==> src/rtl/tis_alu.sv <==
// TIS-100 node execute stage: operand resolve, saturating ACC arithmetic, blocking port I/O.
// Define TIS_ALU_STALL_CNT_EN to build the blocked-cycle counter behind stall_cnt.
module tis_alu #(
  parameter int ACC_MAX = 999
) (
  input  logic        CLK,
  input  logic        RST,
  input  logic        instr_valid,
  output logic        instr_ready,
  input  logic [2:0]  opcode,
  input  logic [1:0]  src_sel,
  input  logic [10:0] imm,
  input  logic [10:0] acc_in,
  input  logic [10:0] in_data,
  input  logic        in_valid,
  output logic        in_ready,
  output logic [10:0] out_data,
  output logic        out_valid,
  input  logic        out_ready,
  output logic [10:0] new_acc,
  output logic        wen,
  output logic        sav,
  output logic        swp,
  output logic        done,
  output logic [15:0] stall_cnt
);

  localparam logic [2:0] OP_NOP = 3'd0, OP_MOV_ACC = 3'd1, OP_MOV_OUT = 3'd2, OP_ADD = 3'd3,
                         OP_SUB = 3'd4, OP_NEG = 3'd5, OP_SAV = 3'd6, OP_SWP = 3'd7;
  localparam logic [1:0] SRC_IMM = 2'd0, SRC_ACC = 2'd1, SRC_NIL = 2'd2, SRC_PORT = 2'd3;
  localparam logic signed [11:0] MAX_P = 12'(ACC_MAX);
  localparam logic signed [11:0] MAX_N = -MAX_P;

  typedef enum logic [1:0] {IDLE, RD_WAIT, EXEC, WR_WAIT} state_t;

  typedef struct packed {
    logic [2:0]  op;
    logic [1:0]  src;
    logic [10:0] imm;
  } instr_t;

  function automatic logic [10:0] sat12(input logic signed [11:0] x);
    if (x > MAX_P)      return MAX_P[10:0];
    else if (x < MAX_N) return MAX_N[10:0];
    else                return x[10:0];
  endfunction

  function automatic logic [10:0] clamp11(input logic [10:0] x);
    return sat12({x[10], x});
  endfunction

  function automatic logic uses_src(input logic [2:0] op);
    return (op == OP_MOV_ACC) || (op == OP_MOV_OUT) || (op == OP_ADD) || (op == OP_SUB);
  endfunction

  state_t             state;
  instr_t             ins_q;
  logic [10:0]        port_q;
  logic [10:0]        operand;
  logic signed [11:0] acc_x, opd_x;

  assign instr_ready = (state == IDLE);
  assign in_ready    = (state == RD_WAIT);
  assign out_valid   = (state == WR_WAIT);

  // acc_in is used live in EXEC so a back-to-back instruction sees the prior result
  always_comb begin
    operand = '0;
    case (ins_q.src)
      SRC_IMM:  operand = ins_q.imm;
      SRC_ACC:  operand = acc_in;
      SRC_NIL:  operand = '0;
      SRC_PORT: operand = port_q;
      default:  operand = '0;
    endcase
    acc_x   = {acc_in[10], acc_in};
    opd_x   = {operand[10], operand};
    new_acc = '0;
    wen     = 1'b0;
    sav     = 1'b0;
    swp     = 1'b0;
    if (state == EXEC && !RST) begin
      case (ins_q.op)
        OP_MOV_ACC: begin wen = 1'b1; new_acc = sat12(opd_x);          end
        OP_ADD:     begin wen = 1'b1; new_acc = sat12(acc_x + opd_x);  end
        OP_SUB:     begin wen = 1'b1; new_acc = sat12(acc_x - opd_x);  end
        OP_NEG:     begin wen = 1'b1; new_acc = sat12(12'sd0 - acc_x); end
        OP_SAV:     sav = 1'b1;
        OP_SWP:     swp = 1'b1;
        default:    ;
      endcase
    end
  end

  // a reset cycle never retires, even if a handshake completes in it
  assign done = !RST && (((state == EXEC) && (ins_q.op != OP_MOV_OUT)) ||
                         ((state == WR_WAIT) && out_ready));

  always_ff @(posedge CLK) begin
    if (RST) begin
      state    <= IDLE;
      ins_q    <= '0;
      port_q   <= '0;
      out_data <= '0;
    end else begin
      case (state)
        IDLE: if (instr_valid) begin
          ins_q <= '{op: opcode, src: src_sel, imm: clamp11(imm)};
          state <= (src_sel == SRC_PORT && uses_src(opcode)) ? RD_WAIT : EXEC;
        end
        RD_WAIT: if (in_valid) begin
          port_q <= clamp11(in_data);
          if (ins_q.op == OP_MOV_OUT) begin
            out_data <= clamp11(in_data);
            state    <= WR_WAIT;
          end else begin
            state <= EXEC;
          end
        end
        EXEC: if (ins_q.op == OP_MOV_OUT) begin
          out_data <= operand;
          state    <= WR_WAIT;
        end else begin
          state <= IDLE;
        end
        WR_WAIT: if (out_ready) state <= IDLE;
        default: state <= IDLE;
      endcase
    end
  end

`ifdef TIS_ALU_STALL_CNT_EN
  always_ff @(posedge CLK) begin
    if (RST)
      stall_cnt <= '0;
    else if (((state == RD_WAIT && !in_valid) || (state == WR_WAIT && !out_ready)) &&
             stall_cnt != 16'hFFFF)
      stall_cnt <= stall_cnt + 16'd1;
  end
`else
  assign stall_cnt = '0;
`endif

endmodule

==> config.mk <==
export PLATFORM = sky130hd
export DESIGN_NAME = tis_alu
export DESIGN_NICKNAME = d
export VERILOG_FILES = /design/src/rtl/tis_alu.sv
export SDC_FILE = /design/constraint.sdc
export NUM_CORES = 1
export LEC_CHECK = 0
export BUFFER_PORTS_ARGS = -buffer_cell sky130_fd_sc_hd__buf_4
export CORE_AREA = 2 2 94 96
export CTS_CLUSTER_SIZE = 14
export DETAILED_ROUTE_END_ITERATION = 8
export DIE_AREA = 0 0 96 98
export HOLD_SLACK_MARGIN = 0.06
export PLACE_DENSITY = 0.84
export SLEW_MARGIN = 20
export SYNTH_ARGS = -nofsm -noshare
export SYNTH_HDL_FRONTEND = slang
export SYNTH_SLANG_ARGS = --single-unit
export TNS_END_PERCENT = 100
==> constraint.sdc <==
create_clock -name CLK -period 7.35 [get_ports CLK]
set_input_delay 1.47 -clock CLK [delete_from_list [all_inputs] [get_ports CLK]]
set_output_delay 1.47 -clock CLK [all_outputs]
set_load 0.01 [all_outputs]
* Word level (Yosys, flattened, before mapping)
Index checks and enable logic that the tools add are counted.
Widths: inputs -> output; s select.
** Word-level totals
- Output and inout port bits :: 45
- Word-level logic and storage cells :: 95
- Register bits after elaboration :: 40
- Input port bits :: 43
** Cells by class
- Reduce and logical (&&, ||, !) cells :: 18
- Equal/unequal tests :: 24
- Add/sub/neg operators :: 3
- Mux-type cells :: 32
- Magnitude comparators :: 12
** Operator list (number)
- $mux 11 :: 16
- $pmux 11 s4 :: 2
- $gt 12x11->1 const B :: 3
- $lt 12x11->1 const B :: 3
- $gt 11x11->1 const B :: 3
- $lt 11x11->1 const B :: 3
- $pmux 11 s2 :: 1
- $eq 3x3->1 const B :: 5
- $add 11x11->12 :: 1
- $eq 3x2->1 const B :: 4
- $sub 1x11->12 const A :: 1
- $sub 11x11->12 :: 1
- $eq 2x2->1 const B :: 5
- $mux 2 :: 5
- $pmux 2 s4 :: 1
- $mux 1 :: 7
- $eq 3x1->1 const B :: 2
- $ne 2x1->1 const B :: 3
- $logic_and 1x1->1 :: 5
- $eq 2x1->1 const B :: 2
- $logic_not 2->1 :: 2
- $logic_or 1x1->1 :: 4
- $ne 2x2->1 const B :: 2
- $reduce_and 2->1 :: 2
- 6 further kinds :: 6

* Depth between registers and ports, before layout
- Word-level depth :: 8
- Gate-level depth with buffers :: 16

* Worst setup path before layout
No wires, ideal clock.
- Path type :: input to output
- Start point :: input acc_in[0]
- End point :: output new_acc[0]
- Stages on the path :: 14
- Arrival :: 4.698 ns
- Path slack :: 1.182 ns
- Path buffers :: 1
- Path through :: clkbuf_1 > mux2i_1 > o21ai_0 > ha_1 > inv_1 > fa_1 > nand2b_1 > a2111o_1 > o211ai_1 > a31oi_1 > a41o_1 > a311o_1 > o41ai_1 > a21oi_1
** Between the ends
- Cells in the longest elaborated chain, start to end :: 7
- Elaborated cells between the ends (all ways) :: 22
** Ends and longest elaborated chain
- from (decl) :: line 13 : input logic [10:0] acc_in,
- $pmux 11 s4 :: line 69 : case (ins_q.src)
- $sub 11x11->12 or $add 11x11->12 (tied branches) :: line 86, 85
- $lt 12x11->1 :: line 44 : else if (x < MAX_N) return MAX_N[10:0];
- $mux 11 :: line 44
- $mux 11 :: line 43 : if (x > MAX_P) return MAX_P[10:0];
- $pmux 11 s4 (*) :: line 83 : case (ins_q.op)
- $mux 11 (*) :: line 82 : if (state == EXEC && !RST) begin
- to (decl) :: line 20 : output logic [10:0] new_acc,
Mark *: on every way between the ends. The rest lies on a longest branch, timed or not.

* Worst setup path in the final report
- Start point :: input acc_in[6]
- End point :: output new_acc[2]
Same word-level chain as after synthesis.

==> impl_metrics.py <==
metrics = {
    "synth": {
        "synth_common_cells": "nor2_1, a21oi_1, dfxtp_1, nand2_1, inv_1",
        "netlist_area_sq_um": 4770,
        "yosysMostFrequentCell": "nor2_1",
        "synth-compound-area-share_pct": 34.8,
        "synth-adder-area-share_pct": 8.02,
        "async_reset_ff_share_pct": 0,
        "ys_types": 93,
        "synth_cells": 661,
        "synth_area_per_cell_sq_um": 7.22,
        "seq_area_frac_synth_pct": 16.8,
        "yosysWarningCount": 0,
        "netlist_top_cells_area": "dfxtp_1, ha_1, nor2_1, a21oi_1, a211oi_1",
        "synth_seq_cells": 40,
        "synthSimpleGateAreaFrac_pct": 25.2,
        "synth_edf_count": 0,
        "synth.largest_area_cell": "dfxtp_1",
        "yosys.area.top_type_share_pct": 16.8,
        "synth_top_family_by_area": "compound AO/OA/AOI/OAI gates",
        "synth-main-ff-cell": "dfxtp_1",
        "synth-xor-area-share_pct": 2.75,
        "synth.area.mux_share_pct": 2.99,
    },
    "global_route": {
        "gr-usage-all-layers_pct": 34.3,
        "grt_pass1_wl_mm": 25.2,
        "grt_pass1_vias": 4802,
        "grt_max_degree": 44,
        "overflow": 0,
        "antenna_found_initial": 0,
    },
    "setup_path": {
        "crit_path_start_kind": "input pin",
        "arrival_ns": 5.14,
        "required_ns": 5.88,
        "worstPathMaxFanout": 14,
        "r2r_slack_ns": 4.95,
        "critical_path_class": "in -> out",
        "crit_path_end_kind": "output pin",
    },
    "floorplan": {
        "core_sq_um": 8470,
        "initial_core_util_pct": 56.4,
        "die_y_microns": 98,
        "die_area_sq_um": 9410,
        "die_w_microns": 96,
        "num_io_pins": 88,
        "fp-row-count": 34,
    },
    "clock_tree": {
        "cts-root-buf": "clkbuf_8",
        "cts_hold_buf": 0,
        "ctsResizeCount": 0,
        "clock-sinks": 40,
        "cts_buffers": 5,
        "cts_tree": "done",
        "max-clock-path-buffers": 2,
        "clk_pin_slew_ns": 0.07,
        "cts_setup_buffers": 0,
        "htree_levels": 2,
        "insertion_delay_ns": 0.30,
    },
    "timing": {
        "clock-skew-final_ns": 0.00509,
        "tightest_slew_ns": 1.10,
        "hold_violations": 0,
        "maxSlewViolCount": 0,
        "fin_tns_setup_ns": 0,
        "finalSetupViolCount": 0,
        "rsz0062_at_grt": "no",
        "clock.fmax_ghz": 0.151,
        "slew_headroom_pct": 26.3,
        "post-route-period-util_pct": 89.9,
        "post-route-min-period_ns": 6.61,
    },
    "cells_and_area": {
        "final_util_pct": 62.7,
        "diodes": 0,
        "fin_area_sq_um": 5310,
        "nNetsFinal": 770,
        "drive_above_1_share_pct": 15.8,
        "area_growth_pct": 11.3,
    },
    "run": {
        "max-cap-violations": 0,
    },
    "placement": {
        "post_dp_cell_area_sq_um": 5210,
        "hpwl_mm": 12.8,
        "gp_congestion": 0.959,
        "io_buffers": 71,
    },
    "routing": {
        "vias_per_cell": 6.65,
        "drc": 0,
        "dr.pass1.iters": 8,
        "drt_iter0_drc": 481,
        "vias": 5351,
        "ant_nets": 0,
        "drt-total-wl_mm": 16.2,
        "drt-wirelength-per-cell_microns": 20.1,
    },
    "min_path": {
        "hp-class": "reg -> reg",
    },
    "run_status": {
        "outcome": "finished, final reports clean",
    },
    "power": {
        "leakagePower_nw": 2.07,
        "vdd_drop_max_mv": 0.147,
        "power_density_nw_per_um2": 189,
    },
}
[placed cells by master (no fill, tap or decap), drive strengths merged, types with 4 or more instances in the layout]
cell / n
nand3: 9
o2111ai: 6
a31oi: 11
nand2b: 16
dfxtp: 40
o311ai: 4
a222oi: 5
buf: 75
nor3: 22
o21a: 4
o22ai: 8
mux2i: 12
a21o: 6
o31ai: 5
a311oi: 10
nand2: 40
nor3b: 5
xnor2: 9
o21ai: 32
clkbuf: 7
a21boi: 7
nand3b: 4
ha: 29
nor2b: 9
o211ai: 13
nor4: 9
nor2: 87
a211oi: 23
a21oi: 54
xor2: 6
and2: 5
conb: 16
inv: 34
or3: 5
[where the power goes]
group / switching (mW) / internal (mW) / total, mW
sequential: 0.0240 / 0.234 / 0.258
clock: 0.0791 / 0.0837 / 0.163
combinational: 0.373 / 0.209 / 0.582
total: 0.476 / 0.527 / 1.00
[logic make-up (layout without fill, tap and decap cells)]
kind of cell / Yosys count / count (layout)
adders and majority gates: 30 / 30
buffers and inverters: 95 / 116
and+or+nand+nor: 236 / 236
DFF: 40 / 40
other: 1 / 16
AOI/OAI and AO/OA: 230 / 230
muxes: 14 / 14
xor gates and xnor gates: 15 / 15
[stage by stage]
stage          hold WS, ns  power [mW]  worst slack, ns  cells
2_1_floorplan        0.431       0.670             1.18    676
3_3_place_gp         0.443       0.818            0.938    798
3_5_place_dp         0.448       0.826            0.834    798
4_1_cts              0.468       0.986            0.813    805
5_1_grt              0.499        1.06            0.520    805
6_report             0.461        1.00            0.741    805
[final cells by class]
type                            instances  area (sq um)
Clock buffer                            7          96.3
Sequential cell                        40           801
Tap cell                              108           135
Fill cell                             748          3160
Inverter                               34           128
Timing Repair Buffer                   75           563
Multi-Input combinational cell        541          3590
[layer usage]
layer  vias up  routed length, microns  track usage (%)
met1      2521                    6490             44.4
met4         0                     394             10.4
li1       2513                       -                -
met5         -                       0                0
met3        31                    1260             2.62
met2       286                    8080             59.7
[worst max-delay path, cell delays in order]
cell       delay [ns]
buf_4            0.15
mux2i_1          0.14
a2bb2oi_1        0.33
inv_1            0.12
ha_1             0.46
a211oi_1         0.43
o311ai_1         0.22
a31oi_1          0.25
xor2_1           0.30
a41o_1           0.32
a211oi_1         0.10
a2111oi_1        0.49
a31oi_1          0.17
buf_4            0.18
[final timing paths]
kind / start / endpoint / cells after the start
max: acc_in[6] / new_acc[2] / 14
min: out_data[8]$_SDFFE_PP0P_ / out_data[8]$_SDFFE_PP0P_ / 2
max reg2reg: state[0]$_SDFFE_PP0P_ / out_data[0]$_SDFFE_PP0P_ / 5
min reg2reg: out_data[8]$_SDFFE_PP0P_ / out_data[8]$_SDFFE_PP0P_ / 2
[flip-flops by register name, indices dropped and copies added (netlist names)]
register  count
port_q       11
out_data     11
ins_q        16
state         2
Note: power is estimated with default switching activity, not from simulation.
